File: config.mk
export PLATFORM = sky130hd
export DESIGN_NAME = oka_mul_arbiter_flat
export DESIGN_NICKNAME = d
export VERILOG_FILES = /design/src/rtl/oka_mul_arbiter_if.sv /design/src/rtl/oka_mul_arbiter.sv /design/src/flat_wrapper.sv
export SDC_FILE = /design/constraint.sdc
export NUM_CORES = 1
export LEC_CHECK = 0
export ABC_AREA = 1
export CAP_MARGIN = 40
export CORE_MARGIN = 4
export CORE_UTILIZATION = 40
export DETAILED_ROUTE_END_ITERATION = 16
export GPL_TIMING_DRIVEN = 0
export MAX_ROUTING_LAYER = met4
export PLACE_DENSITY = 0.78
export SLEW_MARGIN = 10
export SYNTH_ARGS = -nofsm -noshare
export SYNTH_HDL_FRONTEND = slang
export SYNTH_SLANG_ARGS = --single-unit
File: constraint.sdc
create_clock -name clk -period 2.6 [get_ports clk]
set_input_delay 0.52 -clock clk [delete_from_list [all_inputs] [get_ports clk]]
set_output_delay 0.52 -clock clk [all_outputs]
set_load 0.02 [all_outputs]
File: src/rtl/oka_mul_arbiter_if.sv
// Request/response channel bundle between the requesting units and the shared multiplier arbiter.
interface oka_mul_arbiter_if #(
   parameter int NREQ = 4
);
   localparam int IDW = $clog2(NREQ);

   logic [NREQ-1:0]   req_valid;
   logic [NREQ-1:0]   req_ready;
   logic [NREQ*8-1:0] req_a;
   logic [NREQ*8-1:0] req_b;
   logic              rsp_valid;
   logic              rsp_ready;
   logic [IDW-1:0]    rsp_id;
   logic [7:0]        rsp_y;

   modport master (
      output req_valid, req_a, req_b, rsp_ready,
      input  req_ready, rsp_valid, rsp_id, rsp_y
   );

   modport slave (
      input  req_valid, req_a, req_b, rsp_ready,
      output req_ready, rsp_valid, rsp_id, rsp_y
   );
endinterface

File: src/rtl/oka_mul_arbiter.sv
// Round-robin arbiter/sequencer sharing one combinational 8-bit multiplier core,
// holding operands MUL_LAT cycles (multicycle path) before sampling the result.
//
// state  | meaning
// -------+----------------------------------------------------------
// S_IDLE | searching for a request from ptr upward, core inputs held
// S_WAIT | operands stable on the core, counting down MUL_LAT cycles
// S_RESP | result presented on rsp channel until rsp_ready
module oka_mul_arbiter #(
   parameter int NREQ    = 4,
   parameter int MUL_LAT = 1
) (
   input  logic                clk,
   input  logic                rst_n,
   oka_mul_arbiter_if.slave    bus,
   output logic [7:0]          mul_a,
   output logic [7:0]          mul_b,
   input  logic [7:0]          mul_y,
   output logic                busy
);
   localparam int IDW = $clog2(NREQ);
   localparam logic [3:0] CNT_LOAD = 4'(MUL_LAT - 1);

   generate
      if (NREQ < 2 || NREQ > 8) begin : g_bad_nreq
         $error("oka_mul_arbiter: NREQ must be 2..8");
      end
      if (MUL_LAT < 1 || MUL_LAT > 15) begin : g_bad_lat
         $error("oka_mul_arbiter: MUL_LAT must be 1..15");
      end
   endgenerate

   typedef enum logic [1:0] {
      S_IDLE = 2'd0,
      S_WAIT = 2'd1,
      S_RESP = 2'd2
   } state_t;

   state_t          state_q;
   logic [IDW-1:0]  ptr_q;
   logic [IDW-1:0]  id_q;
   logic [3:0]      cnt_q;
   logic [7:0]      mul_a_q;
   logic [7:0]      mul_b_q;
   logic            rsp_valid_q;
   logic [IDW-1:0]  rsp_id_q;
   logic [7:0]      rsp_y_q;

   logic            grant_vld;
   logic [IDW-1:0]  grant_idx;
   logic [NREQ-1:0] grant_oh;

   function automatic logic [IDW-1:0] wrap_add(input logic [IDW-1:0] base, input int off);
      int s;
      s = int'(base) + off;
      if (s >= NREQ) s = s - NREQ;
      return IDW'(s);
   endfunction

   // Scan from the farthest offset down so the requester closest to ptr wins.
   always_comb begin
      grant_vld = 1'b0;
      grant_idx = '0;
      for (int j = NREQ - 1; j >= 0; j--) begin
         if (bus.req_valid[wrap_add(ptr_q, j)]) begin
            grant_vld = 1'b1;
            grant_idx = wrap_add(ptr_q, j);
         end
      end
   end

   // rst_n gates the accept so requesters never see ready while reset is held.
   always_comb begin
      grant_oh = '0;
      if (grant_vld && state_q == S_IDLE && rst_n) grant_oh[grant_idx] = 1'b1;
   end

   always_ff @(posedge clk or negedge rst_n) begin
      if (!rst_n) begin
         state_q     <= S_IDLE;
         ptr_q       <= '0;
         id_q        <= '0;
         cnt_q       <= '0;
         mul_a_q     <= 8'h00;
         mul_b_q     <= 8'h00;
         rsp_valid_q <= 1'b0;
         rsp_id_q    <= '0;
         rsp_y_q     <= 8'h00;
      end else begin
         unique case (state_q)
            S_IDLE: begin
               if (grant_vld) begin
                  mul_a_q <= bus.req_a[grant_idx*8 +: 8];
                  mul_b_q <= bus.req_b[grant_idx*8 +: 8];
                  id_q    <= grant_idx;
                  ptr_q   <= (grant_idx == IDW'(NREQ - 1)) ? '0 : grant_idx + 1'b1;
                  cnt_q   <= CNT_LOAD;
                  state_q <= S_WAIT;
               end
            end
            S_WAIT: begin
               if (cnt_q != 4'd0) begin
                  cnt_q <= cnt_q - 4'd1;
               end else begin
                  rsp_y_q     <= mul_y;
                  rsp_id_q    <= id_q;
                  rsp_valid_q <= 1'b1;
                  state_q     <= S_RESP;
               end
            end
            S_RESP: begin
               if (bus.rsp_ready) begin
                  rsp_valid_q <= 1'b0;
                  state_q     <= S_IDLE;
               end
            end
            default: state_q <= S_IDLE;
         endcase
      end
   end

   assign bus.req_ready = grant_oh;
   assign bus.rsp_valid = rsp_valid_q;
   assign bus.rsp_id    = rsp_id_q;
   assign bus.rsp_y     = rsp_y_q;
   assign mul_a         = mul_a_q;
   assign mul_b         = mul_b_q;
   assign busy          = (state_q != S_IDLE);
endmodule

File: src/flat_wrapper.sv
// flat-port wrapper written by rule: the top's interface ports become plain ports
module oka_mul_arbiter_flat 
#(
   parameter int NREQ    = 4,
   parameter int MUL_LAT = 1
)
  (clk, rst_n, mul_a, mul_b, mul_y, busy, bus_req_valid, bus_req_a, bus_req_b, bus_rsp_ready, bus_req_ready, bus_rsp_valid, bus_rsp_id, bus_rsp_y);
  oka_mul_arbiter_if #(.NREQ(NREQ)) bus_i ();
  input  logic clk;
  input  logic rst_n;
  output logic [7:0] mul_a;
  output logic [7:0] mul_b;
  input  logic [7:0] mul_y;
  output logic busy;
  input wire logic [$bits(bus_i.req_valid)-1:0] bus_req_valid;
  input wire logic [$bits(bus_i.req_a)-1:0] bus_req_a;
  input wire logic [$bits(bus_i.req_b)-1:0] bus_req_b;
  input wire logic [$bits(bus_i.rsp_ready)-1:0] bus_rsp_ready;
  output wire logic [$bits(bus_i.req_ready)-1:0] bus_req_ready;
  output wire logic [$bits(bus_i.rsp_valid)-1:0] bus_rsp_valid;
  output wire logic [$bits(bus_i.rsp_id)-1:0] bus_rsp_id;
  output wire logic [$bits(bus_i.rsp_y)-1:0] bus_rsp_y;
  assign bus_i.req_valid = bus_req_valid;
  assign bus_i.req_a = bus_req_a;
  assign bus_i.req_b = bus_req_b;
  assign bus_i.rsp_ready = bus_rsp_ready;
  assign bus_req_ready = bus_i.req_ready;
  assign bus_rsp_valid = bus_i.rsp_valid;
  assign bus_rsp_id = bus_i.rsp_id;
  assign bus_rsp_y = bus_i.rsp_y;
  oka_mul_arbiter #(.NREQ(NREQ), .MUL_LAT(MUL_LAT)) u_core (.clk(clk), .rst_n(rst_n), .bus(bus_i), .mul_a(mul_a), .mul_b(mul_b), .mul_y(mul_y), .busy(busy));
endmodule
==> flow_metrics.py <==
metrics = {
    "outcome": {
        "status": "completed",
    },
    "placement": {
        "gp_congestion": 0.845,
        "placed_cells": 509,
        "dp_slack_ns": -0.652,
        "hpwl_um": 5470,
        "placed_area_mm2": 0.00358,
        "numPortBuffers": 110,
    },
    "floorplan": {
        "die_area_mm2": 0.00721,
        "num_rows": 27,
        "die_h_um": 84.9,
        "io_pins": 111,
        "core_area_mm2": 0.00561,
        "die_w_um": 84.9,
        "start_util_pct": 42.2,
    },
    "routing": {
        "drc": 0,
        "vias": 2544,
        "wirelength_um": 6920,
        "wl_per_cell_um": 13.3,
        "dr.pass1.iters": 4,
        "ant_nets": 0,
        "drt_iter0_drc": 66,
        "drt-vias-per-instance": 4.88,
    },
    "synth": {
        "syn_area_mm2": 0.00236,
        "synthDistinctLibCells": 32,
        "synth.yosys.seq_area_share_pct": 39.2,
        "async_flop_share_pct": 100,
        "yosysMostFrequentCell": "nand2_1",
        "yosysTopAreaCell": "dfrtp_1",
        "synth_nets": 407,
        "synth_top_area_share_pct": 39.2,
        "yosysWarnings": 0,
        "yosys-top-cells-area": "dfrtp_1 39%, nand2_1 16%, nand3_1 11%",
        "synth_common_cells": "100 x nand2_1, 50 x inv_1, 50 x nand3_1",
        "synth_seq_cells": 37,
        "syn_inst": 326,
        "syn_avg_cell_area_um2": 7.25,
        "synth_top_flop_cell": "dfrtp_1",
        "synth_enable_flop_cells": 0,
    },
    "clocking": {
        "htreeDepth": 2,
        "clockRootBuffer": "clkbuf_8",
        "clock_latency_ns": 0.29,
        "clk_path_buf_depth": 2,
        "clk_pin_slew_ns": 0.08,
        "cts_inserted_buffers": 5,
        "cts_tree": "done",
        "cts.sinks": 37,
    },
    "grt": {
        "antenna_found_initial": 0,
        "grt_overflow": 0,
        "grt_pass1_wl_um": 11600,
        "grt_pass1_vias": 2535,
        "grt_max_degree": 21,
        "grt_use_total_pct": 20.3,
    },
    "worst_setup_path": {
        "cp_max_fo": 10,
        "end_kind": "output pin",
        "r2r_start": "u_core.ptr_q[0]$_DFFE_PN0P_",
        "worstSetupStartpoint": "u_core.ptr_q[0]$_DFFE_PN0P_",
        "required_ns": 2.08,
        "cp-start-kind": "flip-flop",
        "crit_type": "reg -> out",
        "cp.arrival_ns": 1.98,
    },
    "power": {
        "powerDensity_mw_per_mm2": 1300,
        "ir_worst_vdd_mv": 0.663,
        "p_leak_nw": 1.88,
    },
    "cells_and_area": {
        "fin_cells": 521,
        "fin_nets": 530,
        "final_area_mm2": 0.00379,
        "diodes": 0,
        "drive_above_1_share_pct": 16.3,
        "area_growth_pct": 60.5,
    },
    "timing": {
        "min_period_over_period_pct": 96.0,
        "setup_tns_ns": 0,
        "rsz0062_at_grt": "false",
        "finClkSkew_ns": 0.00813,
        "final.min_clock_period_ns": 2.50,
        "maxSlewHeadroom_pct": 65.4,
        "hold_viol": 0,
        "slew_viol_final": 0,
        "finalSetupViolCount": 0,
        "worst_pin_slew_ns": 0.519,
        "fmax_ghz": 0.401,
        "holdWs_ns": 0.198,
        "setup_ws_ns": 0.104,
    },
    "worst_hold_path": {
        "min_path_type": "in -> async",
    },
    "job": {
        "max-cap-violations": 0,
    },
}
worst max-delay path: stages, from the launching register on:
cell     delay, ns
dfrtp_1       0.38
buf_6         0.15
inv_4         0.09
nand2_1       0.05
nand2_1       0.09
nor2_1        0.06
nor2_1        0.14
nand3_2       0.13
nand2_4       0.11
buf_8         0.10
inv_4         0.04
nor3_2        0.17
buf_4         0.17
through the flow:
stage / total power (W) / utilization, %
after detailed placement: 0.00425 / 63.8
after CTS: 0.00491 / 67.0
after global placement: 0.00416 / 63.4
after floorplan: 0.00313 / -
after global routing: 0.00537 / 67.7
final: 0.00494 / 67.7
cells by family (layout without fill, tap and decap cells):
group,Yosys count,count (layout),synth area share (%)
flip-flops,37,37,39.2
XOR/XNOR,2,2,0.741
multiplexers,8,8,3.81
buffers and inverters,69,192,12.8
adder cells (fa/ha/maj),2,2,1.06
AND/OR/NAND/NOR,187,187,36.7
AO/OA/AOI/OAI,21,21,5.77
placed cells by master (no fill, tap or decap), types with 2 or more instances in the layout:
cell	n
inv_1	47
mux2_2	8
or2_2	5
buf_6	3
or2_0	5
clkbuf_1	2
nand3_2	4
nor2_1	7
o211ai_1	11
buf_2	3
clkdlybuf4s50_1	101
nand2_1	93
inv_4	2
nand3b_1	7
nor2_2	2
a21oi_1	2
inv_2	6
nand2_2	9
dlymetal6s2s_1	3
dfrtp_1	37
nor3_2	3
clkbuf_8	5
nand3_1	47
ha_1	2
o21ai_0	5
buf_4	14
report_power, final:
part           switching [W]  internal [W]  total [W]
logic                0.00196       0.00147    0.00343
registers           0.000151      0.000874    0.00103
clock network       0.000202      0.000279   0.000481
total                0.00232       0.00262    0.00494
area by class of cell:
type	count	area [um^2]
Fill cell	483	1810
Tap cell	72	90.1
Sequential cell	37	926
Clock inverter	2	35.0
Timing Repair Buffer	116	1160
Buffer	14	104
Inverter	55	211
Multi-Input combinational cell	220	1200
Clock buffer	5	68.8
metal layers:
| layer | track usage (%) | part of all wire [%] | up-vias |
|---|---|---|---|
| li1 | - | - | 1276 |
| met5 | - | 0 | - |
| met1 | 23.3 | 40 | 1184 |
| met3 | 5.83 | 7.0 | 7 |
| met4 | 3.88 | 1.2 | 0 |
| met2 | 35.4 | 52 | 77 |
worst paths after layout:
check	to	slack, ns	cells past startpoint
worst max-delay path	bus_req_ready[1]	0.10	12
worst min-delay path	u_core.cnt_q[0]$_DFFE_PN0P_	0.20	1
worst max register to register	u_core.mul_a[5]$_DFFE_PN0P_	0.57	17
worst min register to register	u_core.bus.rsp_valid$_DFFE_PN0P_	0.49	2
max in group asynchronous	u_core.bus.rsp_y[2]$_DFFE_PN0P_	1.93	2
min in group clk	u_core.bus.rsp_valid$_DFFE_PN0P_	0.49	2
registers in the layout, summed over array words and instances, names as in the netlist, 2 cells and up:
| name | count |
|---|---|
| u_core.cnt_q | 4 |
| u_core.state_q | 2 |
| u_core.id_q | 2 |
| u_core.ptr_q | 2 |
| u_core.mul_a | 8 |
| u_core.bus.rsp_id | 2 |
| u_core.bus.rsp_y | 8 |
| u_core.mul_b | 8 |
repair_timing:
item | 4_1_cts | 5_1_grt
hold buffers | 0 | 0
hold endpoints to repair | 0 | 0
endpoints found under the setup margin | 4 | 4
resized for setup | 41 | 11
pin swaps | 9 | 6
setup buffers | 4 | 1
Power figures use the tool's default switching activity.
